File: src/rtl/sysid_check_ctrl.sv
// sysid_check_ctrl: boot-time check of the system-ID slave (ID word at address 0,
//   build timestamp at address 1) against build-time expected values.
// Latency: 2 + 2*READ_LATENCY cycles from accepted start to done with a zero-wait
//   slave, plus one cycle per waitrequest stall.
// Backpressure: avm_address/avm_read are held while avm_waitrequest=1; a read
//   stalled for TIMEOUT_CYCLES consecutive cycles aborts the sequence with timeout=1.
//
// Ports:
//   clock, reset               system clock, asynchronous active-high reset
//   start                      single-cycle request (ignored while busy)
//   busy, done                 sequence in progress / sequence complete (level)
//   id_match, ts_match         captured words equal EXPECTED_ID / EXPECTED_TS
//   timeout                    sequence aborted on a stalled read
//   id_value, ts_value         captured ID and timestamp words
//   avm_address, avm_read      Avalon-MM read master towards the system-ID slave
//   avm_waitrequest, avm_readdata
//
// Build option: SYSID_CHECK_RETRY_EN -- when defined, a completed sequence whose
//   words do not both match is re-run from the ID read, up to 3 retries; the final
//   attempt is reported. Timeouts are never retried. Port list is identical.

module sysid_check_ctrl #(
    parameter logic [31:0] EXPECTED_ID    = 32'd0,
    parameter logic [31:0] EXPECTED_TS    = 32'd1417708661,
    parameter int unsigned READ_LATENCY   = 0,
    parameter int unsigned TIMEOUT_CYCLES = 255,
    parameter bit          AUTO_START     = 1'b1
) (
    input  logic        clock,
    input  logic        reset,
    input  logic        start,
    output logic        busy,
    output logic        done,
    output logic        id_match,
    output logic        ts_match,
    output logic        timeout,
    output logic [31:0] id_value,
    output logic [31:0] ts_value,
    output logic        avm_address,
    output logic        avm_read,
    input  logic        avm_waitrequest,
    input  logic [31:0] avm_readdata
);

    // The stall counter is compared against the last tolerated value so the
    // abort happens in the cycle that contains the TIMEOUT_CYCLES-th stall.
    localparam logic [7:0] TO_LAST = 8'(TIMEOUT_CYCLES - 1);
    localparam logic [1:0] LAT     = 2'(READ_LATENCY);

    typedef enum logic [2:0] {
        S_IDLE    = 3'd0,
        S_RD_ID   = 3'd1,
        S_WAIT_ID = 3'd2,
        S_RD_TS   = 3'd3,
        S_WAIT_TS = 3'd4,
        S_DONE    = 3'd5
    } state_t;

    state_t      state_q, state_d;
    logic        first_q, first_d;       // high only in the first cycle after reset release
    logic [7:0]  to_cnt_q, to_cnt_d;     // consecutive waitrequest cycles in the current read
    logic [1:0]  lat_cnt_q, lat_cnt_d;   // cycles elapsed since read acceptance
    logic        done_q, done_d;
    logic        id_match_q, id_match_d;
    logic        ts_match_q, ts_match_d;
    logic        timeout_q, timeout_d;
    logic [31:0] id_value_q, id_value_d;
    logic [31:0] ts_value_q, ts_value_d;
`ifdef SYSID_CHECK_RETRY_EN
    logic [1:0]  retry_cnt_q, retry_cnt_d;
`endif

    logic start_ok;
    logic launch;
    logic abort;
    logic capture_done;
    logic id_ok;
    logic ts_ok;

    // ------------------------------------------------------------------
    // State register
    // ------------------------------------------------------------------
    always_ff @(posedge clock or posedge reset) begin
        if (reset) begin
            state_q     <= S_IDLE;
            first_q     <= 1'b1;
            to_cnt_q    <= 8'd0;
            lat_cnt_q   <= 2'd0;
            done_q      <= 1'b0;
            id_match_q  <= 1'b0;
            ts_match_q  <= 1'b0;
            timeout_q   <= 1'b0;
            id_value_q  <= 32'd0;
            ts_value_q  <= 32'd0;
`ifdef SYSID_CHECK_RETRY_EN
            retry_cnt_q <= 2'd0;
`endif
        end else begin
            state_q     <= state_d;
            first_q     <= first_d;
            to_cnt_q    <= to_cnt_d;
            lat_cnt_q   <= lat_cnt_d;
            done_q      <= done_d;
            id_match_q  <= id_match_d;
            ts_match_q  <= ts_match_d;
            timeout_q   <= timeout_d;
            id_value_q  <= id_value_d;
            ts_value_q  <= ts_value_d;
`ifdef SYSID_CHECK_RETRY_EN
            retry_cnt_q <= retry_cnt_d;
`endif
        end
    end

    // ------------------------------------------------------------------
    // Next-state and result logic
    // ------------------------------------------------------------------
    always_comb begin
        state_d      = state_q;
        first_d      = 1'b0;
        to_cnt_d     = to_cnt_q;
        lat_cnt_d    = lat_cnt_q;
        done_d       = done_q;
        id_match_d   = id_match_q;
        ts_match_d   = ts_match_q;
        timeout_d    = timeout_q;
        id_value_d   = id_value_q;
        ts_value_d   = ts_value_q;
`ifdef SYSID_CHECK_RETRY_EN
        retry_cnt_d  = retry_cnt_q;
`endif
        launch       = 1'b0;
        abort        = 1'b0;
        capture_done = 1'b0;

        // A start that lands on the first edge after reset release is dropped;
        // AUTO_START alone decides whether that edge launches a sequence.
        start_ok = start && !first_q;

        case (state_q)
            S_IDLE: begin
                launch = start_ok || (first_q && AUTO_START);
            end

            S_DONE: begin
                launch = start_ok;
            end

            S_RD_ID: begin
                if (avm_waitrequest) begin
                    if (to_cnt_q == TO_LAST) begin
                        abort = 1'b1;
                    end else begin
                        to_cnt_d = to_cnt_q + 8'd1;
                    end
                end else if (LAT == 2'd0) begin
                    id_value_d = avm_readdata;
                    state_d    = S_RD_TS;
                    to_cnt_d   = 8'd0;
                end else begin
                    state_d   = S_WAIT_ID;
                    lat_cnt_d = 2'd1;
                end
            end

            S_WAIT_ID: begin
                if (lat_cnt_q == LAT) begin
                    id_value_d = avm_readdata;
                    state_d    = S_RD_TS;
                    to_cnt_d   = 8'd0;
                end else begin
                    lat_cnt_d = lat_cnt_q + 2'd1;
                end
            end

            S_RD_TS: begin
                if (avm_waitrequest) begin
                    if (to_cnt_q == TO_LAST) begin
                        abort = 1'b1;
                    end else begin
                        to_cnt_d = to_cnt_q + 8'd1;
                    end
                end else if (LAT == 2'd0) begin
                    ts_value_d   = avm_readdata;
                    capture_done = 1'b1;
                end else begin
                    state_d   = S_WAIT_TS;
                    lat_cnt_d = 2'd1;
                end
            end

            S_WAIT_TS: begin
                if (lat_cnt_q == LAT) begin
                    ts_value_d   = avm_readdata;
                    capture_done = 1'b1;
                end else begin
                    lat_cnt_d = lat_cnt_q + 2'd1;
                end
            end

            default: begin
                state_d = S_IDLE;
            end
        endcase

        // Compare against the words as they will be registered, so a timestamp
        // captured in this very cycle is included.
        id_ok = (id_value_d == EXPECTED_ID);
        ts_ok = (ts_value_d == EXPECTED_TS);

        if (launch) begin
            state_d    = S_RD_ID;
            to_cnt_d   = 8'd0;
            lat_cnt_d  = 2'd0;
            done_d     = 1'b0;
            id_match_d = 1'b0;
            ts_match_d = 1'b0;
            timeout_d  = 1'b0;
            id_value_d = 32'd0;
            ts_value_d = 32'd0;
`ifdef SYSID_CHECK_RETRY_EN
            retry_cnt_d = 2'd0;
`endif
        end

        // Timeout: words not yet captured keep their cleared value of 0.
        if (abort) begin
            state_d    = S_DONE;
            done_d     = 1'b1;
            timeout_d  = 1'b1;
            id_match_d = 1'b0;
            ts_match_d = 1'b0;
        end

        if (capture_done) begin
`ifdef SYSID_CHECK_RETRY_EN
            if (!(id_ok && ts_ok) && (retry_cnt_q != 2'd3)) begin
                retry_cnt_d = retry_cnt_q + 2'd1;
                state_d     = S_RD_ID;
                to_cnt_d    = 8'd0;
                lat_cnt_d   = 2'd0;
                id_value_d  = 32'd0;
                ts_value_d  = 32'd0;
            end else begin
                state_d    = S_DONE;
                done_d     = 1'b1;
                id_match_d = id_ok;
                ts_match_d = ts_ok;
            end
`else
            state_d    = S_DONE;
            done_d     = 1'b1;
            id_match_d = id_ok;
            ts_match_d = ts_ok;
`endif
        end
    end

    // ------------------------------------------------------------------
    // Outputs. The bus strobes decode directly from the state register so an
    // asynchronous reset drops avm_read immediately.
    // ------------------------------------------------------------------
    always_comb begin
        busy        = (state_q != S_IDLE) && (state_q != S_DONE);
        avm_read    = (state_q == S_RD_ID) || (state_q == S_RD_TS);
        avm_address = (state_q == S_RD_TS);
    end

    assign done     = done_q;
    assign id_match = id_match_q;
    assign ts_match = ts_match_q;
    assign timeout  = timeout_q;
    assign id_value = id_value_q;
    assign ts_value = ts_value_q;

endmodule

File: config.mk
export PLATFORM = sky130hd
export DESIGN_NAME = sysid_check_ctrl
export DESIGN_NICKNAME = d
export VERILOG_FILES = /design/src/rtl/sysid_check_ctrl.sv
export SDC_FILE = /design/constraint.sdc
export NUM_CORES = 1
export LEC_CHECK = 0
export ABC_AREA = 1
export BUFFER_PORTS_ARGS = -buffer_cell sky130_fd_sc_hd__buf_2
export CELL_PAD_IN_SITES_DETAIL_PLACEMENT = 1
export CELL_PAD_IN_SITES_GLOBAL_PLACEMENT = 2
export CORE_ASPECT_RATIO = 1.5
export CORE_MARGIN = 1.5
export CORE_UTILIZATION = 32
export CTS_CLUSTER_SIZE = 28
export DETAILED_ROUTE_END_ITERATION = 10
export GPL_ROUTABILITY_DRIVEN = 0
export GPL_TIMING_DRIVEN = 0
export PLACE_DENSITY_LB_ADDON = 0.12
export SETUP_SLACK_MARGIN = 0.4
export SLEW_MARGIN = 20
export SYNTH_ARGS = -nofsm -noshare
export SYNTH_HDL_FRONTEND = slang
export SYNTH_SLANG_ARGS = --single-unit
File: constraint.sdc
create_clock -name clock -period 6.59 [get_ports clock]
set_clock_uncertainty 0.15 [all_clocks]
set_input_delay 0.659 -clock clock [delete_from_list [all_inputs] [get_ports clock]]
set_output_delay 0.659 -clock clock [all_outputs]
set_load 0.01 [all_outputs]
## Word level (Yosys, flattened, before mapping)

Cells that the tools add are included.

- $add $sub $neg: 2
- Equality and inequality tests: 14
- Mux-type cells: 36
- Reduce and logical (&&, ||, !) cells: 19

Operators with widths:

| kind | count |
|---|---|
| $mux 32 | 6 |
| $pmux 32 s2 | 2 |
| $mux 8 | 5 |
| $eq 32x31->1 const B | 1 |
| $logic_not 32->1 | 1 |
| $pmux 8 s3 | 1 |
| $mux 3 | 5 |
| $mux 1 | 11 |
| $ne 5x5->1 const B | 2 |
| $pmux 3 s3 | 1 |
| $add 8x1->8 const B | 1 |
| $eq 8x8->1 const B | 1 |
| $eq 3x2->1 const B | 2 |
| $eq 3x3->1 const B | 2 |
| $mux 2 | 3 |
| $ne 3x3->1 const B | 2 |
| $reduce_and 3->1 | 2 |
| $reduce_bool 3->1 | 2 |
| $ne 4x1->1 const B | 1 |
| $pmux 1 s2 | 2 |
| $reduce_bool 2->1 | 2 |
| $reduce_bool 4->1 | 1 |
| $reduce_or 2->1 | 2 |
| $reduce_or 4->1 | 1 |
| other kinds (10) | 12 |

- Register bits: 82
- Bits of input ports: 36
- Output and inout bits: 71
- Word-level logic and storage cells: 81

## Logic depth before layout (Yosys ltp)

Gate-level depths: netlist of the first run.

- Word-level depth: 7
- Gate-level depth with buffers: 15
- Mapped depth without buffers: 14

## Worst setup path before layout of the first run

OpenSTA, ideal clock, no wires.

- Path kind: in2reg
- From: in avm_waitrequest
- To: reg ts_match_q, in the netlist ts_match
- Setup time: 0.076 ns
- Arrival: 1.693 ns
- Data required time: 6.364 ns
- Setup slack: 4.671 ns
- Stages on the path: 10
- Path buffers: 1
- Cell sequence: clkinv_1 clkbuf_1 nand2_1 o211ai_1 nand3_1 nor2_1 nand2_1 nor2_1 nand2_1 o21ai_1

- Longest elaborated chain between the ends: 4
- Elaborated cells between the ends (all ways): 10
- Classes of those cells: 1 x eq/ne; 8 x mux; 1 x reduce/logical

RTL lines:

| what | RTL line | text |
|---|---|---|
| from (decl) | 41 | `input logic avm_waitrequest,` |
| $mux 32 or $mux 1 (tied branches) | 177, 150 |  |
| $pmux 32 s2 or $mux 1 (tied branches) | n/a |  |
| $eq 32x31->1 or $mux 1 (tied branches) | 209, 227 |  |
| $mux 1 | 235 | `if (capture_done) begin` |
| to (signal assigned) | 105 | `ts_match_q <= ts_match_d;` |
| to (decl) | 65 | `logic ts_match_q, ts_match_d;` |

Several ways; a longest one is shown, not always the timed one.
A chain may end at the register's enable or synchronous reset.

## Worst setup path after layout of the first run

- From: reg lat_cnt_q[0]
- To: reg id_match_q, in the netlist id_match

- Longest elaborated chain between the ends: 5
- Elaborated cells between the ends (all ways): 8
- Classes of those cells: 5 x mux; 3 x reduce/logical

RTL lines:

| what | RTL line | text |
|---|---|---|
| from (decl) | 62 | `logic [1:0] lat_cnt_q, lat_cnt_d;` |
| from (signal assigned) | 102 | `lat_cnt_q <= lat_cnt_d;` |
| $logic_not 2->1 (*) | 167, 193 |  |
| $mux 32 | 167 | `if (lat_cnt_q == LAT) begin` |
| $pmux 32 s2 | 140 | `case (state_q)` |
| $logic_not 32->1 | 208 | `id_ok = (id_value_d == EXPECTED_ID);` |
| $mux 1 | 235 |  |
| to (signal assigned) | 104 | `id_match_q <= id_match_d;` |
| to (decl) | 64 | `logic id_match_q, id_match_d;` |

Every way passes the cells marked *; elsewhere a longest branch is shown, timed or not.

==> results.json, run 1 <==
{
  "status": "finished clean",
  "synthCells": 1045,
  "die_h_um": 174,
  "hpwl_mm": 21.3,
  "layout-drive-gt1-share_pct": 15.6,
  "syn_area_um2": 6230,
  "synth_cell_types": 33,
  "final_common_cell": "nand2_1",
  "grt_max_degree": 48,
  "cts_htree_levels": 3,
  "track_usage_pct": 29.5,
  "critical-path-top-delay-family": "simple AND/OR/NAND/NOR gates",
  "finalPower_mw": 3.79,
  "drt_iter0_drc": 375,
  "end_kind": "flop",
  "hold_viol": 0,
  "cts_tree": "built",
  "required_ps": 6740,
  "yosysSeqAreaShare_pct": 33.0,
  "path_clk_slew_ps": 60,
  "ys_ff_latch": 82,
  "power.density_nw_per_um2": 511,
  "fin_crit_sh_pct": 46.2,
  "critical_path.max_fanout": 10,
  "ys.warnings.count": 0,
  "dieArea_um2": 20300,
  "nets": 1203,
  "slowest_delay_ps": 450,
  "r2r_cells": 15,
  "p_int_mw": 1.75,
  "synth_nets": 1085,
  "critPathBufInv": 3,
  "r2r-end": "id_match",
  "syn2layout_area_growth_pct": 19.1,
  "holdBufCountCts": 0,
  "avgSynthCellArea_um2": 5.96,
  "wl_per_cell_um": 20.1,
  "dr_total_vias": 7217,
  "slew_viol_final": 0,
  "layout_min_cycle_time_ps": 3050,
  "antenna_found_initial": 0,
  "cts-buffers-inserted": 9,
  "postCtsSetupBuffers": 0,
  "p_sw_share_pct": 53.8,
  "gr-total-overflow": 0,
  "grt_pass1_wl_mm": 43.6,
  "fin_tns_setup_ps": 0,
  "io_buffer_count": 106,
  "rows": 62,
  "remaining_drc_errors": 0,
  "clk_latency_ps": 360,
  "grt_pass1_vias": 7386,
  "dieWidth_um": 117,
  "worst_setup_path_start_kind": "flop",
  "p_switching_mw": 2.04,
  "io_pins": 107,
  "clock_path_buffers": 2,
  "cap_violations": 0,
  "cts.sinks": 82,
  "ant_nets": 0,
  "antenna-diode-count": 0,
  "arrival_ps": 3190,
  "r2r_setup_slack_ps": 3540,
  "coreArea_um2": 19100,
  "drtPass1Iterations": 5,
  "pwr-share-comb_pct": 62.5,
  "rsz0062_at_grt": "no",
  "worst_pin_slew_ps": 875,
  "pwr-share-seq_pct": 22.8,
  "pwr-share-clk_pct": 14.7,
  "worstSetupPathType": "flop to flop",
  "cts_repair_resize_count": 0,
  "worstReg2RegStart": "lat_cnt_q[0]",
  "setup_viol": 0,
  "holdCritPathClass": "input pin to async pin",
  "routed_wl_mm": 28.6,
  "fmax_mhz": 328,
  "peakVddDrop_uv": 175,
  "timing.critical_path.cells": "inv_1 -> ha_1 -> buf_2 -> clkinv_1 -> nor2_1 -> nor2_1 -> nand2_1 -> nand2_1 -> nor2_1 -> nand2_1 -> nor2_1 -> nand3_1 -> nor2_1 -> nand2_1 -> nand2_1",
  "cts_root_buffer": "clkbuf_16",
  "slew_headroom_pct": 41.6,
  "p_leak_nw": 4.28,
  "viasPerCell": 5.07,
  "mostFrequentLayoutCells": "nand2_1, nor2_1, inv_1",
  "initial_core_util_pct": 32.6,
  "crit_path_top_delay_cell": "clkinv_1"
}
[per-layer routing]
| metal | wire, um | vias to the layer above | GRT usage [%] | share of wire, % |
|---|---|---|---|---|
| li1 | - | 3456 | - | - |
| met1 | 11500 | 3479 | 35.1 | 40 |
| met2 | 14500 | 212 | 51.0 | 51 |
| met3 | 1310 | 70 | 3.99 | 4.6 |
| met4 | 1350 | 0 | 14.6 | 4.7 |
| met5 | 0 | - | 0 | 0 |
[cells in the mapped netlist]
master | number | share of area [%]
nand2_1 | 308 | 19
nor2_1 | 181 | 11
inv_1 | 157 | 9.5
nand3_1 | 117 | 9.4
dfrtp_1 | 81 | 33
a21oi_1 | 47 | 3.8
o21ai_0 | 46 | 3.7
buf_2 | 28 | 2.3
clkbuf_1 | 12 | 0.72
o211ai_1 | 9 | 1.1
buf_4 | 7 | 0.84
buf_6 | 6 | 1.1
nand2_2 | 5 | 0.50
o22ai_1 | 5 | 0.50
ha_1 | 4 | 0.80
nor3_1 | 4 | 0.32
nand4_1 | 3 | 0.30
nor2_2 | 3 | 0.30
or2_2 | 3 | 0.30
clkinv_1 | 2 | 0.12
inv_2 | 2 | 0.12
nand3_4 | 2 | 0.56
nand3b_1 | 2 | 0.24
o21ai_1 | 2 | 0.16
a211oi_1 | 1 | 0.12
a31oi_1 | 1 | 0.10
conb_1 | 1 | 0.060
dfstp_2 | 1 | 0.42
inv_4 | 1 | 0.10
nand2_4 | 1 | 0.18
nor2_4 | 1 | 0.18
o21a_1 | 1 | 0.12
o21bai_1 | 1 | 0.12
[state kept, by name, summed over array words and instances, names as in the netlist]
signal,cells
id_value,32
ts_value,32
to_cnt_q,8
state_q,3
lat_cnt_q,2
done,1
first_q,1
id_match,1
timeout,1
ts_match,1
[worst max path at each step]
stage                          startpoint           to  slack (ps)  depth (start not counted)
after floorplan                     reset         done        3670                          1
after global placement              reset  to_cnt_q[7]        2090                          2
after detailed placement  avm_waitrequest     id_match        3550                         13
after CTS                    lat_cnt_q[0]     id_match        3510                         15
after global routing         lat_cnt_q[0]     id_match        3290                         15
final                        lat_cnt_q[0]     id_match        3540                         15
[per-stage QoR]
step / cell area, um2 / setup WS (ps) / util [%] / hold WS [ps] / std cells
after floorplan: 6230 / 3670 / - / 353 / 1045
final: 7420 / 3540 / 38.9 / 148 / 1424
after global routing: 7420 / 3290 / 38.9 / 168 / 1424
after detailed placement: 7110 / 3550 / 37.3 / 328 / 1408
after global placement: 7080 / 2090 / 37.1 / 313 / 1407
after CTS: 7420 / 3510 / 38.9 / 162 / 1424
[power by group through the flow]
stage          clock (mW)  sequential (mW)  combinational (mW)
3_5_place_dp            0            0.874                2.36
3_3_place_gp            0            0.873                2.32
2_1_floorplan           0            0.902                1.44
5_1_grt             0.586            0.890                2.65
6_report            0.559            0.865                2.37
4_1_cts             0.569            0.866                2.37
[worst reg2reg max path, cell delays in order (launching register included)]
cell and delay [ps]:
dfrtp_1 370, inv_1 120, ha_1 200, buf_2 310, clkinv_1 450, nor2_1 310
nor2_1 60, nand2_1 60, nand2_1 60, nor2_1 110, nand2_1 100, nor2_1 200
nand3_1 150, nor2_1 110, nand2_1 140, nand2_1 90
[cells by family (layout without fill, tap and decap cells)]
family / count (synthesis) / in the layout / synth area share, %
simple gates: 630 / 630 / 41.8
buf+inv: 215 / 338 / 14.7
compound gates: 113 / 113 / 9.68
flops: 82 / 82 / 33.0
fa+ha+maj: 4 / 4 / 0.804
other cells: 1 / 1 / 0.0602
[area by class of cell]
class	instances	area (um2)
Fill cell	2665	11700
Multi-Input combinational cell	748	3260
Sequential cell	82	2050
Inverter	162	616
Timing Repair Buffer	107	558
Tap cell	256	320
Buffer	53	305
Clock buffer	14	274
Clock inverter	2	35.0
No activity file was read; power rests on OpenSTA's default activity.
==> inputs of run 2 (changes only) <==
CORE_UTILIZATION = 27   (was 32)
clock period = 2.75 ns   (was 6.59 ns; I/O delays follow)
==> run 2 against run 1 <==
Maximum frequency is 34% higher. Worst hold slack improved by 36 ps. Register-to-register slack got worse by 3100 ps. Routed wire length grew 5.5%. Die area grew 18%. Via count down 0.76%. Clock-buffer cell count shrank 2.
==> results.json, run 2 (synthesis gave the netlist of run 1 again) <==
{
  "status": "finished clean",
  "rows": 67,
  "worst_pin_slew_ps": 674,
  "io_buffer_count": 106,
  "dpl_worst_slack_ps": -435,
  "setup_viol": 0,
  "startpoint": "state_q[1]",
  "end_kind": "flop",
  "dieArea_um2": 24000,
  "power.density_nw_per_um2": 1230,
  "antenna_found_initial": 0,
  "viasPerCell": 4.94,
  "slew_headroom_pct": 55.0,
  "fin_ws_ps": 479,
  "clock_path_buffers": 2,
  "grt_pass1_vias": 7400,
  "rsz0062_at_grt": "yes",
  "r2r_setup_slack_ps": 480,
  "cts_tree": "built",
  "cts-buffers-inserted": 9,
  "drt_iter0_drc": 317,
  "r2r_cells": 12,
  "whs_ps": 184,
  "path_clk_slew_ps": 70,
  "post-route-util_pct": 34.3,
  "drtPass1Iterations": 4,
  "holdCritPathClass": "input pin to flop",
  "syn2layout_area_growth_pct": 23.7,
  "ant_nets": 0,
  "worstSetupPathType": "flop to flop",
  "antenna-diode-count": 0,
  "fin_area_um2": 7700,
  "required_ps": 2850,
  "dp.cells": 1430,
  "p_leak_nw": 4.38,
  "gr-total-overflow": 0,
  "cts_root_buffer": "clkbuf_16",
  "die_h_um": 189,
  "layout-drive-gt1-share_pct": 18.3,
  "slew_viol_final": 0,
  "arrival_ps": 2370,
  "cts.sinks": 82,
  "wl_per_cell_um": 20.9,
  "peakVddDrop_uv": 390,
  "final_common_cell": "nand2_1",
  "cap_violations": 0,
  "grt_pass1_wl_mm": 45.5,
  "place_area_um2": 7170,
  "cts_htree_levels": 3,
  "coreArea_um2": 22500,
  "dr_total_vias": 7162,
  "dieWidth_um": 127,
  "hold_viol": 0,
  "worst_setup_path_start_kind": "flop",
  "hpwl_mm": 22.9,
  "io_pins": 107,
  "initial_core_util_pct": 27.7,
  "fmax_mhz": 440,
  "fin_crit_sh_pct": 82.6,
  "fin_tns_setup_ps": 0,
  "finalPower_mw": 9.46,
  "critPathCapture": "ts_match",
  "remaining_drc_errors": 0,
  "clk_latency_ps": 370,
  "grt_max_degree": 31,
  "critical_path.max_fanout": 10,
  "r2r-end": "ts_match",
  "layout_min_cycle_time_ps": 2270,
  "worstReg2RegStart": "state_q[1]",
  "finalNonFillerCells": 1449,
  "nets": 1208,
  "mostFrequentLayoutCells": "nand2_1, nor2_1, inv_1",
  "track_usage_pct": 25.9,
  "routed_wl_mm": 30.2
}
-- run 2: changes by cell type in the layout (fill, tap and decap cells not counted), sizes merged --
cell / delta
clkbuf: -2
dlygate4sd3: +1
bufinv: -1
buf: +4
clkinvlp: +3
-- run 2: cell type report --
cell class / instances / area (um2)
plain buffers: 53 / 434
flip-flops and latches: 82 / 2050
well taps: 276 / 345
inverters: 162 / 622
multi-input cells: 748 / 3330
clock inverters: 4 / 25.0
fillers: 3038 / 14800
repair buffers: 112 / 623
clock buffers: 12 / 267
-- run 2: power by group --
part           internal, mW  switching (mW)
Combinational          2.04            4.07
Sequential             1.66           0.419
Clock                 0.685           0.587
Total                  4.38            5.08
-- run 2: metal layers --
| metal | wire [um] | vias up | global-route usage (%) |
|---|---|---|---|
| met5 | 0 | - | 0 |
| met3 | 824 | 39 | 2.46 |
| met4 | 912 | 0 | 9.53 |
| li1 | - | 3482 | - |
| met2 | 15800 | 132 | 47.7 |
| met1 | 12700 | 3509 | 30.9 |
-- run 2: repair_timing --
action | 4_1_cts | 5_1_grt
buffers inserted | 1 | 1
hold buffers | 1 | 0
endpoints found under the setup margin | 26 | 13
endpoints found under the hold margin | 13 | 0
pin swaps | 0 | 2
gates resized for setup | 35 | 44
-- run 2: critical path, stage by stage (launching register included) --
cell and delay, ps:
dfrtp_1 370, buf_4 180, inv_1 150, nand2_1 130, nor2_2 250, buf_4 290, nand3_1 100, nand3_1 160
nor2_1 80, nand2_1 80, nor2_1 50, nand2_2 110, o21ai_1 70
-- run 2: how the worst min path moves through the flow --
stage,from,end,slack [ps],depth (start not counted)
floorplan,to_cnt_q[1],to_cnt_q[1],350,2
global placement,id_match,id_match,310,2
detailed placement,reset,ts_value[26],170,2
CTS,start,ts_value[0],180,4
global route,start,lat_cnt_q[1],210,4
finish,start,ts_value[0],180,4
